### config.mk
export PLATFORM = sky130hd
export DESIGN_NAME = calc_ctrl_fsm
export DESIGN_NICKNAME = d
export VERILOG_FILES = /design/src/rtl/calc_pkg.sv /design/src/rtl/calc_ctrl_fsm_bit_counter.sv /design/src/rtl/calc_ctrl_fsm.sv
export SDC_FILE = /design/constraint.sdc
export NUM_CORES = 1
export LEC_CHECK = 0
export CAP_MARGIN = 10
export CORE_AREA = 2 2 39 41
export DETAILED_ROUTE_END_ITERATION = 8
export DIE_AREA = 0 0 41 43
export PLACE_DENSITY_LB_ADDON = 0.1
export SLEW_MARGIN = 20
export SYNTH_ARGS = -nofsm -noshare
export SYNTH_HDL_FRONTEND = slang
export SYNTH_SLANG_ARGS = --single-unit
### constraint.sdc
create_clock -name clk -period 4.4 [get_ports clk]
set_input_delay 0.44 -clock clk [delete_from_list [all_inputs] [get_ports clk]]
set_output_delay 0.44 -clock clk [all_outputs]
set_load 0.05 [all_outputs]
### src/rtl/calc_pkg.sv
// Shared types and constants for the calculator control path.
package calc_pkg;

    typedef enum logic [2:0] {
        IDLE,
        WRITE,
        READ,
        LATCH,
        TRANSFER,
        RELEASE
    } ctrl_state_t;

    localparam logic MODE_WRITE = 1'b0;
    localparam logic MODE_READ  = 1'b1;

endpackage

### src/rtl/calc_ctrl_fsm_bit_counter.sv
// Bit index counter for the serial result transfer; tc flags the last bit.
module ctrl_bit_counter
    import calc_pkg::*;
#(
    parameter  int unsigned SER_BITS = 8,
    localparam int unsigned CNT_W    = $clog2(SER_BITS)
) (
    input  logic             clk,
    input  logic             reset,
    input  logic             clear,
    input  logic             enable,
    output logic [CNT_W-1:0] count,
    output logic             tc
);

    logic [CNT_W-1:0] count_q;
    logic [CNT_W-1:0] count_d;

    always_comb begin
        count_d = count_q;
        if (clear) begin
            count_d = '0;
        end else if (enable) begin
            count_d = count_q + CNT_W'(1);
        end
    end

    always_ff @(posedge clk) begin
        if (reset) begin
            count_q <= '0;
        end else begin
            count_q <= count_d;
        end
    end

    assign count = count_q;
    assign tc    = (count_q == CNT_W'(SER_BITS - 1));

endmodule

### src/rtl/calc_ctrl_fsm.sv
// Main sequencing FSM for the calculator: memory write, or read/latch/serial transfer.
module calc_ctrl_fsm
    import calc_pkg::*;
#(
    parameter  int unsigned SER_BITS = 8,
    localparam int unsigned CNT_W    = $clog2(SER_BITS)
) (
    input  logic             clk,
    input  logic             reset,
    input  logic             active,
    input  logic             mode,
    input  logic             valid_cmd,
    output logic             busy,
    output logic             access_mem,
    output logic             rw_mem,
    output logic             sample_data,
    output logic             transfer_data,
    output logic [CNT_W-1:0] bit_cnt,
    output logic             done
);

    ctrl_state_t state_q, state_d;

    logic busy_q, busy_d;
    logic access_mem_q, access_mem_d;
    logic rw_mem_q, rw_mem_d;
    logic sample_data_q, sample_data_d;
    logic transfer_data_q, transfer_data_d;
    logic done_q, done_d;

    logic cnt_clear;
    logic cnt_enable;
    logic cnt_tc;

    // Counter holds 0 outside TRANSFER and wraps back to 0 on the last bit.
    assign cnt_clear  = (state_d != TRANSFER);
    assign cnt_enable = (state_q == TRANSFER);

    ctrl_bit_counter #(
        .SER_BITS (SER_BITS)
    ) u_bit_counter (
        .clk    (clk),
        .reset  (reset),
        .clear  (cnt_clear),
        .enable (cnt_enable),
        .count  (bit_cnt),
        .tc     (cnt_tc)
    );

    always_comb begin
        state_d = state_q;
        case (state_q)
            IDLE: begin
                if (valid_cmd && active) begin
                    state_d = (mode == MODE_READ) ? READ : WRITE;
                end
            end
            WRITE:    state_d = RELEASE;
            READ:     state_d = LATCH;
            LATCH:    state_d = TRANSFER;
            TRANSFER: begin
                if (cnt_tc) begin
                    state_d = RELEASE;
                end
            end
            RELEASE: begin
                if (!valid_cmd) begin
                    state_d = IDLE;
                end
            end
            default:  state_d = IDLE;
        endcase
    end

    // Outputs are decoded from the next state so they register alongside it.
    always_comb begin
        busy_d          = (state_d != IDLE);
        access_mem_d    = 1'b0;
        rw_mem_d        = 1'b0;
        sample_data_d   = 1'b0;
        transfer_data_d = 1'b0;
        done_d          = 1'b0;
        case (state_d)
            WRITE: begin
                access_mem_d  = 1'b1;
                rw_mem_d      = 1'b1;
                sample_data_d = 1'b1;
            end
            READ:     access_mem_d    = 1'b1;
            LATCH:    sample_data_d   = 1'b1;
            TRANSFER: transfer_data_d = 1'b1;
            RELEASE:  done_d          = (state_q != RELEASE);
            default:  ;
        endcase
    end

    always_ff @(posedge clk) begin
        if (reset) begin
            state_q         <= IDLE;
            busy_q          <= 1'b0;
            access_mem_q    <= 1'b0;
            rw_mem_q        <= 1'b0;
            sample_data_q   <= 1'b0;
            transfer_data_q <= 1'b0;
            done_q          <= 1'b0;
        end else begin
            state_q         <= state_d;
            busy_q          <= busy_d;
            access_mem_q    <= access_mem_d;
            rw_mem_q        <= rw_mem_d;
            sample_data_q   <= sample_data_d;
            transfer_data_q <= transfer_data_d;
            done_q          <= done_d;
        end
    end

    assign busy          = busy_q;
    assign access_mem    = access_mem_q;
    assign rw_mem        = rw_mem_q;
    assign sample_data   = sample_data_q;
    assign transfer_data = transfer_data_q;
    assign done          = done_q;

endmodule

==> impl_metrics.csv <==
group,metric,value,unit
power,p_total,0.2967,mW
placed_design,place.detailed.hpwl,841.2,um
detailed_routing,post-route-drc-count,0,
placed_design,preCtsSetupSlack,2.478,ns
cts,tritoncts,"built",
cts,cts.sinks,12,
global_routing,maximum_number_of_pins_on_one_net_before_global_route_repair,11,
synth,synth_sequential_area_ratio,39.59,%
cts,h-tree-depth,1,
floorplanning,num_rows,14,
run_status,run_status,"completed",
worst_setup_path,cp_capture_type,"output port",
timing,fin_tns_setup,0,ns
timing,final_period_minus_worst_setup_slack,1.936,ns
floorplanning,fp.dieArea,0.001763,mm2
timing,worst_slack,2.464,ns
global_routing,global_route.overflow_total,0,
timing,timing.fmax,516.6,MHz
final_layout,most_common_cell_after_layout_fill_and_taps_aside,"clkdlybuf4s50_1",
detailed_routing,totalWireLength,1107,um
detailed_routing,detailedRoute.firstIterationViolations,4,
placed_design,globalplace.congestion,0.7210,
worst_setup_path,cp-start-kind,"register",
final_layout,finish.cell_count_without_fillers,85,
cts,cts.root.buffer_cell,"clkbuf_4",
timing,worstMarginPinSlew,0.5001,ns
synth,flops_latches_synth,12,
final_layout,postLayoutCellArea,754.5,um2
synth,synth-edff-count,0,
cts,cts.repair_timing.setup_buffer_count,0,
floorplanning,floorplan.initialDensity,43.85,%
detailed_routing,detail_route.wl_per_cell,13.02,um
final_layout,antennaDiodeCount,0,
synth,dominantRegCellSynth,"dfxtp_1",
synth,synth_fp_nets,63,
floorplanning,io_pins,14,
worst_setup_path,timing.critical_path.max_delay_family,"buffers and inverters",
floorplanning,die_x,41,um
final_layout,layout_common_cells,"clkdlybuf4s50_1, dfxtp_1",
placed_design,cell_count_after_placement,81,
cts,clock_latency_at_the_later_pin_of_the_worst_skew_pair,0.27,ns
power,peakVddDrop,0.0002028,V
synth,yosys_warnings,0,
detailed_routing,final_antenna_net_count,0,
cts,clock_path_buffers,2,
global_routing,grt_pass1_wl,1897,um
detailed_routing,first_pass_iters,3,
power,powerDensity,393.3,mW/mm2
worst_setup_path,crit_required,3.96,ns
timing,hold_viol_final,0,
timing,post-route-period-util,43.99,%
worst_setup_path,cp.buffers_inverters,1,
final_layout,final_core_utilization,54.52,%
worst_setup_path,critPathKind,"register to output port",
synth,synth.avg_cell_area,10.84,um2
cts,number_of_buffers_created_by_cts,3,
cts,ctsResizeCount,0,
placed_design,number_of_buffers_added_on_ports,13,
timing,fin_worst_skew,0.006388,ns
cts,clkTransAtPathRegs,0.08,ns
hold_path,worst_hold_path_type,"register to register",
worst_setup_path,critical_path_arrival,1.50,ns
global_routing,grt_util_all_layers,16.04,%
synth,post_synth_arst_share,0,%
synth,synth_cell_type_count,32,
power,p_leak,0.2761,nW
final_layout,areaGrowthSynthToFinish,24.33,%
worst_setup_path,critical-path-slowest-cell,"clkdlybuf4s50_1",
global_routing,grt_pass1_vias,429,
cts,cts-hold-fix-buffers,0,
worst_setup_path,cpPeakStageDelay,0.83,ns
floorplanning,die_height,43,um
job,timing.max_cap.violations,0,
synth,postSynthCellCount,56,
floorplanning,coreArea,0.001384,mm2
detailed_routing,vias,468,
worst_setup_path,crit_fanout,3,
timing,rsz0062_at_grt,"false",
timing,setup_viol_count_final,0,
timing,slew_headroom,66.55,%
global_routing,antenna_violations_before_repair,0,
final_layout,drive_gt1_share,17.39,%
timing,final.hold.worst_slack,0.5526,ns
timing,final-max-slew-violation-count,0,
worst_setup_path,cp_cell_sequence,"clkdlybuf4s50_1",
detailed_routing,detail_route.vias_per_cell,5.506,
final_layout,final_nets,77,
placed_design,place_area,718.2,um2
synth,synth_area,606.8,um2
## tightest hold or removal path, delay by kind of cell, from the launching register on
kind	cells	cell delay, ns
DFF	1	0.33
muxes	1	0.12
and+or+nand+nor	1	0.05
## sequential cells by signal (all words and copies together) (netlist names)
name                 flops
rw_mem                   1
sample_data              1
access_mem               1
transfer_data            1
state_q                  3
done                     1
busy                     1
u_bit_counter.count      3
## cell usage after synthesis, types with 2 or more instances
| master | instances | share of area [%] |
|---|---|---|
| dfxtp_1 | 12 | 40 |
| nor4_1 | 3 | 3.1 |
| a21oi_1 | 2 | 1.6 |
| nand2_1 | 3 | 1.9 |
| nor3_1 | 3 | 2.5 |
| nor2b_1 | 2 | 2.1 |
| buf_6 | 3 | 5.6 |
| a31oi_1 | 2 | 2.1 |
| mux2i_1 | 2 | 3.3 |
| ha_1 | 2 | 4.1 |
## final cells by class
type / instances / area (um2)
clock buffers: 4 / 36.28
fillers: 131 / 629.4
inverters: 1 / 3.754
multi-input cells: 39 / 324.1
flip-flops and latches: 12 / 240.2
well taps: 16 / 20.02
repair buffers: 13 / 130.1
## cells by family after synthesis
family	Yosys count	synth area share (%)
buffers and inverters	5	7.009
multiplexers	4	7.628
adder cells (fa/ha/maj)	2	4.123
AND/OR/NAND/NOR	20	22.06
XOR/XNOR	1	1.444
flip-flops	12	39.59
AO/OA/AOI/OAI	12	18.14
## worst paths after layout
path,from,endpoint,slack [ns],cells after the start
worst max-delay path,u_bit_counter.count[0],bit_cnt[0],2.46,1
worst min register to register,u_bit_counter.count[2],u_bit_counter.count[2],0.55,2
worst max register to register,u_bit_counter.count[0],busy,2.83,5
worst min-delay path,u_bit_counter.count[2],u_bit_counter.count[2],0.55,2
## routing by layer
layer	global-route usage, %	part of all wire (%)	wire length [um]
met1	20.26	46	508
met2	24.38	47	522
met3	3.665	5.2	58
met4	8.000	1.5	17
met5	0	0	0
## power breakdown
part           internal [mW]  leakage (nW)  switching (mW)
clock network         0.0503        0.0210          0.0383
logic                 0.0338         0.157          0.0479
registers              0.117        0.0979         0.00905
total                  0.201         0.276          0.0953
No activity file was read; power rests on OpenSTA's default activity.
